$ cat src/rtl/upa1_stage.sv
// rtl/upa1_stage.sv - G.726 UPA1 first-order pole coefficient update, 2-stage multi-channel pipeline
//
// Computes the unlimited A1T = A1 + (UGA1 - ULA1) from A1, PK0, PK1 and SIGPK.
// The result feeds the A1T input of the downstream LIMD limiter.
// Optional feature macro: UPA1_TRIG_EN. When it is defined, a tr input is added,
// and tr=1 forces the word's a1t to zero.
//
// Ports:
//   clk, reset            clock; synchronous active-low reset
//   in_valid/in_ready     input handshake; in_ch is the channel tag
//   a1, pk0, pk1, sigpk   UPA1 operands
//   a2p_pass              A2P value that travels with the word
//   tr                    trigger reset (only with UPA1_TRIG_EN)
//   out_valid/out_ready   output handshake; out_ch is the tag of the output word
//   a1t, a2p_out          result and the aligned A2P
//   scan_*, test_mode     DFT hooks; scan outputs are tied low until scan insertion
module upa1_stage #(
    parameter int CH_W = 5
) (
    input  logic            clk,
    input  logic            reset,
    input  logic            in_valid,
    output logic            in_ready,
    input  logic [CH_W-1:0] in_ch,
    input  logic [15:0]     a1,
    input  logic            pk0,
    input  logic            pk1,
    input  logic            sigpk,
`ifdef UPA1_TRIG_EN
    input  logic            tr,
`endif
    output logic            out_valid,
    input  logic            out_ready,
    output logic [CH_W-1:0] out_ch,
    output logic [15:0]     a1t,
    input  logic [15:0]     a2p_pass,
    output logic [15:0]     a2p_out,
    input  logic            scan_in0,
    input  logic            scan_in1,
    input  logic            scan_in2,
    input  logic            scan_in3,
    input  logic            scan_in4,
    input  logic            scan_enable,
    input  logic            test_mode,
    output logic            scan_out0,
    output logic            scan_out1,
    output logic            scan_out2,
    output logic            scan_out3,
    output logic            scan_out4
);

    logic            s1_valid;
    logic [15:0]     s1_uga1;
    logic [15:0]     s1_ula1;
    logic [15:0]     s1_a1;
    logic [CH_W-1:0] s1_ch;
    logic [15:0]     s1_a2p;
`ifdef UPA1_TRIG_EN
    logic            s1_tr;
`endif

    logic            s2_adv;
    logic            s1_adv;
    logic [15:0]     uga1;
    logic [15:0]     ula1;
    logic [15:0]     a1t_calc;
    logic [15:0]     a1t_next;

    // Scan chains are stitched later; the hooks are deliberately unused here.
    logic dft_unused;
    assign dft_unused = &{1'b0, scan_in0, scan_in1, scan_in2, scan_in3, scan_in4,
                          scan_enable, test_mode};
    assign scan_out0 = 1'b0;
    assign scan_out1 = 1'b0;
    assign scan_out2 = 1'b0;
    assign scan_out3 = 1'b0;
    assign scan_out4 = 1'b0;

    // out_ready -> in_ready is the only combinational path through the block.
    assign s2_adv   = !out_valid || out_ready;
    assign s1_adv   = !s1_valid || s2_adv;
    assign in_ready = s1_adv && reset;

    // Gain term: +192 when the PK signs agree, -192 when they differ, 0 for a zero estimate.
    assign uga1 = sigpk ? 16'h0000 : ((pk0 ^ pk1) ? 16'hFF40 : 16'h00C0);
    // Leak term: A1 arithmetically shifted right by 8.
    assign ula1 = {{8{a1[15]}}, a1[15:8]};

    // Plain modulo-2^16 sum; limiting is left to LIMD.
    assign a1t_calc = s1_a1 + (s1_uga1 - s1_ula1);
`ifdef UPA1_TRIG_EN
    assign a1t_next = s1_tr ? 16'h0000 : a1t_calc;
`else
    assign a1t_next = a1t_calc;
`endif

    always_ff @(posedge clk) begin
        if (!reset) begin
            s1_valid  <= 1'b0;
            s1_uga1   <= '0;
            s1_ula1   <= '0;
            s1_a1     <= '0;
            s1_ch     <= '0;
            s1_a2p    <= '0;
`ifdef UPA1_TRIG_EN
            s1_tr     <= 1'b0;
`endif
            out_valid <= 1'b0;
            a1t       <= '0;
            out_ch    <= '0;
            a2p_out   <= '0;
        end else begin
            if (s1_adv) begin
                s1_valid <= in_valid;
                if (in_valid) begin
                    s1_uga1 <= uga1;
                    s1_ula1 <= ula1;
                    s1_a1   <= a1;
                    s1_ch   <= in_ch;
                    s1_a2p  <= a2p_pass;
`ifdef UPA1_TRIG_EN
                    s1_tr   <= tr;
`endif
                end
            end
            if (s2_adv) begin
                out_valid <= s1_valid;
                if (s1_valid) begin
                    a1t     <= a1t_next;
                    out_ch  <= s1_ch;
                    a2p_out <= s1_a2p;
                end
            end
        end
    end

endmodule

$ cat config.mk
export PLATFORM = sky130hd
export DESIGN_NAME = upa1_stage
export DESIGN_NICKNAME = d
export VERILOG_FILES = /design/src/rtl/upa1_stage.sv
export SDC_FILE = /design/constraint.sdc
export NUM_CORES = 1
export LEC_CHECK = 0
export ABC_AREA = 1
export CAP_MARGIN = 20
export CORE_MARGIN = 4
export CORE_UTILIZATION = 50
export CTS_CLUSTER_DIAMETER = 100
export CTS_CLUSTER_SIZE = 28
export DETAILED_ROUTE_END_ITERATION = 6
export PLACE_DENSITY = 0.9
export SYNTH_ARGS = -nofsm -noshare
export SYNTH_HDL_FRONTEND = slang
export SYNTH_SLANG_ARGS = --single-unit
$ cat constraint.sdc
create_clock -name clk -period 2.4 [get_ports clk]
set_input_delay 0.72 -clock clk [delete_from_list [all_inputs] [get_ports clk]]
set_output_delay 0.72 -clock clk [all_outputs]
set_load 0.02 [all_outputs]
[Yosys cells after proc, flatten, opt, wreduce, memory -nomap -nowiden]
Cells that the tools add are included.
Storage, ports and cells
  output and inout bits: 44
  input bits: 51
  bits in registers: 100
  word-level logic and storage cells: 22
Operators by class
  multiplexer cells: 2
  $add $sub $neg: 2
  reduce and logical (&&, ||, !) cells: 7
  bitwise logic cells: 1
Operator list (number)
  $mux W16: 2
  $add A16 B16 Y16: 1
  $sub A16 B16 Y16: 1
  $reduce_and A2 Y1: 2
  $logic_not A1 Y1: 2
  $logic_or A1 B1 Y1: 2
  $logic_and A1 B1 Y1: 1
  $xor A1 B1 Y1: 1

[Longest topological paths before layout]
  depth in word-level cells: 4
  gate-level depth with buffers: 15
  gate-level depth less buffers: 15

[Least setup slack after synthesis]
Ideal clock, no wire load.
  kind: register to register
  from: reg s1_uga1[14]
  to: reg a1t[15]
  buffers on the path: 0
  data arrival time: 2106 ps
  setup time: 109 ps
  slack: 185 ps
  required time: 2291 ps
  clock period less this slack: 2215 ps
  stages on the path, launching flop included: 15
  path through: dfxtp_1 > inv_1 > fa_1 > inv_1 > ha_1 > nand2_1 > inv_1 > nand2_1 > nand2_1 > a21oi_1 > nand2_1 > nand2_1 > nand3_1 > nand2_1 > inv_1
On the way
  longest elaborated chain between the ends: 2
Ends and longest elaborated chain
  start, declared: line 53  | logic [15:0] s1_uga1;
  start signal, assigned: line 116  | s1_uga1 <= uga1;
  $sub A16 B16 Y16: line 90  | assign a1t_calc = s1_a1 + (s1_uga1 - s1_ula1);
  $add A16 B16 Y16: line 90
  end signal, assigned: line 129  | a1t <= a1t_next;
  end, declared: line 35  | output logic [15:0] a1t,
No other way between the ends.
A chain may end at the register's enable or synchronous reset.

[Worst setup path after layout]
Same ends and word-level chain as after synthesis.

==> qor_table.md <==
| Result | This run |
|:---|:---|
| DRT iter0 DRCs | 243 |
| Clock tree from TritonCTS | yes |
| RePlAce Congestion | 0.894 |
| Maximum fanout count along the critical path | 4 |
| Post-Place Cells | 746 |
| Post-layout instance count excluding filler cells | 767 |
| Internal power of the cells | 0.00247 W |
| Post-synthesis sequential area ratio | 0.391 |
| Fraction of power consumed by sequential logic | 0.386 |
| Mapped Area | 0.00404 mm2 |
| Post-Synthesis Cells | 568 |
| CP startpoint kind | register |
| Die area | 0.00958 mm2 |
| Vias in the first global route | 3784 |
| Cell at the root of the clock tree | sky130_fd_sc_hd__clkbuf_8 |
| Number of storage elements in the synthesis netlist | 79 |
| Worst vdd rail ir drop | 0.000446 V |
| Delay contributed by the slowest stage of the critical path | 0.52 ns |
| H-Tree Depth | 3 |
| Net Switching | 0.00132 W |
| Number of clock buffers inserted by TritonCTS | 9 |
| Clock Pin Slew Worst Setup and Hold Paths | 0.09 ns |
| Synth area leaders | sky130_fd_sc_hd__dfxtp_1 (39%), sky130_fd_sc_hd__nor2_1 (12%), sky130_fd_sc_hd__o21ai_0 (8.3%), sky130_fd_sc_hd__inv_1 (7.4%), sky130_fd_sc_hd__nand2_1 (7.3%) |
| Core ar. | 0.00781 mm2 |
| Number of warning messages in the yosys log | 0 |
| Number of core rows | 32 |
| Crit path arrival time | 2.62 ns |
| Post-synthesis cell type count | 27 |
| Status | completed |
| Standard cell with the maximum stage delay on the critical path | sky130_fd_sc_hd__fa_1 |
| Net Sw Frac | 0.348 |
| Clock power frac | 0.277 |
| Initial antenna violation count | 0 |
| Kind of path behind the tightest hold check | register to register |
| Most used flip-flop cell after synthesis | sky130_fd_sc_hd__dfxtp_1 |
| Worst clock skew | 0.00883 ns |
| Ports placed on the boundary | 95 |
| Synth top cells by count | sky130_fd_sc_hd__nor2_1 (132), sky130_fd_sc_hd__inv_1 (80), sky130_fd_sc_hd__dfxtp_1 (79), sky130_fd_sc_hd__nand2_1 (79), sky130_fd_sc_hd__o21ai_0 (67) |
| Unrepaired setup endpoints after global routing | yes |
| Share of flip-flops with an asynchronous set or reset | 0 |
| CTS Hold Bufs | 0 |
| Half-perimeter wire length after placement | 7420 um |
| Worst setup EP type | register |
| Cell type with the highest aggregate area in the netlist | sky130_fd_sc_hd__dfxtp_1 |
| Final global-route overflow total | 0 |
| Fin. max-slew vios | 0 |
| Number of nets at the end of the flow | 742 |
| Part of the power in combinational logic | 0.337 |
| Share of the synthesized area in the top cell type | 0.391 |
| Clock buffer depth | 2 |
| Via count | 3871 |
| Overall Global Routing Usage | 0.212 |
| Layout Area Growth over Synthesis | 34.6% |
| Maximum capacitance violations | 0 |
| DIE WIDTH | 97.9 um |
| Data required time of the worst path | 2.67 ns |
| Period utilization | 0.980 |
| Worst-skew pair later-pin latency | 0.36 ns |
| Pin count of the biggest net entering global routing | 64 |
| Sum of internal, switching and leakage power | 0.00379 W |
| Average wire per cell in the routed design | 13.6 um |
| Type of the worst setup path | register to register |
| Die height | 97.9 um |
| Cells along the critical path | clkinvlp_4 -> buf_4 -> fa_1 -> inv_1 -> ha_4 -> nand2_2 -> inv_1 -> nand2_1 -> nand2_1 -> a21oi_2 -> nand2_1 -> nand2_1 -> nand3_2 -> nand2_1 -> inv_1 |
| Initial cell density of the core | 0.517 |
| DR vias/cell | 5.05 |
| IO buf count | 82 |
| Final Setup Violations | 0 |
| Standby leakage power | 2.54 nW |
| Most common cell type on the critical path | sky130_fd_sc_hd__nand2_1 |
| Drt total wl | 10500 um |
| Mapped Avg Cell Area | 7.11 um2 |
| Number of flops mapped to enable cells by yosys | 0 |
| Number of detailed-routing iterations run before antenna repair | 5 |
| Maximum achievable frequency | 425 MHz |
| Global-route wire length before repair | 16800 um |
| PwrDens | 698 mW/mm2 |
| Antenna viol nets, final | 0 |
| Share of layout cells above drive strength 1 | 0.125 |
| Clock net sink count | 79 |
| ANT cells | 0 |
| Dominant cell by count in the synthesized netlist | sky130_fd_sc_hd__nor2_1 |
| Residual DRC | 0 |
| Final worst path period need | 2.35 ns |
| Count of final hold-check violations | 0 |
-- state kept, by name, indices dropped and copies added (netlist names) --
signal and cells:
s1_a1 8, a1t 16, s1_ch 5, s1_valid 1, s1_a2p 16, s1_uga1 3, s1_ula1 8, out_ch 5
a2p_out 16, out_valid 1
-- what timing repair did --
action / in CTS / in global routing
gates resized for setup: 10 / 32
buffers inserted: 3 / 2
setup endpoints to repair: 2 / 8
pin swaps: 0 / 16
-- worst max-delay path, delay by kind of cell (launching register included) --
family / cells / cell delay, ns
flops: 1 / 0.36
simple gates: 7 / 0.49
fa+ha+maj: 2 / 0.78
buf+inv: 5 / 0.48
compound gates: 1 / 0.15
-- per-layer routing --
metal,vias up,GRT usage,wire length (um)
met5,-,0,0
met4,0,0.0916,255
met3,28,0.0450,676
met2,144,0.360,5160
li1,1925,-,-
met1,1774,0.260,4360
-- area by class of cell --
| cell class | count | area (um2) |
|---|---|---|
| Fill cell | 583 | 2370 |
| Multi-Input combinational cell | 382 | 2170 |
| Sequential cell | 79 | 1580 |
| Timing Repair Buffer | 105 | 1030 |
| Inverter | 83 | 315 |
| Tap cell | 102 | 128 |
| Clock buffer | 9 | 124 |
| Clock inverter | 7 | 83.8 |
-- cells by family (layout without fill, tap and decap cells) --
family / Yosys count / count (layout) / synth area share
and+or+nand+nor: 242 / 242 / 0.240
buffers and inverters: 111 / 204 / 0.113
AOI/OAI and AO/OA: 95 / 95 / 0.120
DFF: 79 / 79 / 0.391
adders and majority gates: 31 / 31 / 0.115
xor gates and xnor gates: 9 / 9 / 0.0195
other: 1 / 5 / 0.000928
-- final timing paths --
check,slack (ns),startpoint,cells after the start,end
max reg2reg,0.05,s1_uga1[14],15,a1t[15]
max,0.05,s1_uga1[14],15,a1t[15]
min reg2reg,0.48,s1_a1[0],2,s1_a1[0]
min,0.48,s1_a1[0],2,s1_a1[0]
-- per-stage QoR --
stage,cell area (um2),setup slack (ns),TNS [ns],util,hold WS [ns]
6_report,5440,0.0488,0,0.696,0.479
4_1_cts,5310,0.0416,0,0.680,0.470
3_5_place_dp,5030,-0.371,-0.371,0.644,0.457
5_1_grt,5440,-0.108,-0.161,0.696,0.503
3_3_place_gp,5030,-0.361,-0.361,0.644,0.449
2_1_floorplan,4060,0.185,0,-,0.435
-- placed cells by master (no fill, tap or decap), types with 3 or more instances in the layout --
cell type,instances
sky130_fd_sc_hd__nand2_2,9
sky130_fd_sc_hd__nand2_4,3
sky130_fd_sc_hd__xor2_1,7
sky130_fd_sc_hd__clkbuf_8,9
sky130_fd_sc_hd__nor2_1,132
sky130_fd_sc_hd__a21oi_2,3
sky130_fd_sc_hd__nand2_1,71
sky130_fd_sc_hd__ha_4,7
sky130_fd_sc_hd__buf_12,3
sky130_fd_sc_hd__dfxtp_1,78
sky130_fd_sc_hd__o21ai_0,67
sky130_fd_sc_hd__fa_1,10
sky130_fd_sc_hd__nand3_1,16
sky130_fd_sc_hd__inv_6,3
sky130_fd_sc_hd__clkdlybuf4s50_1,81
sky130_fd_sc_hd__a21oi_1,22
sky130_fd_sc_hd__ha_1,13
sky130_fd_sc_hd__buf_4,18
sky130_fd_sc_hd__nand3_2,4
sky130_fd_sc_hd__inv_1,71
sky130_fd_sc_hd__inv_2,10
sky130_fd_sc_hd__conb_1,5
-- power by group through the flow --
stage / sequential, W / clock [W] / combinational (W)
after detailed placement: 0.00149 / 0 / 0.00109
after floorplan: 0.00155 / 0 / 0.000661
after global placement: 0.00149 / 0 / 0.00106
after CTS: 0.00146 / 0.00105 / 0.00114
final: 0.00146 / 0.00105 / 0.00128
after global routing: 0.00148 / 0.00111 / 0.00142
Note: power is estimated with default switching activity, not from simulation.
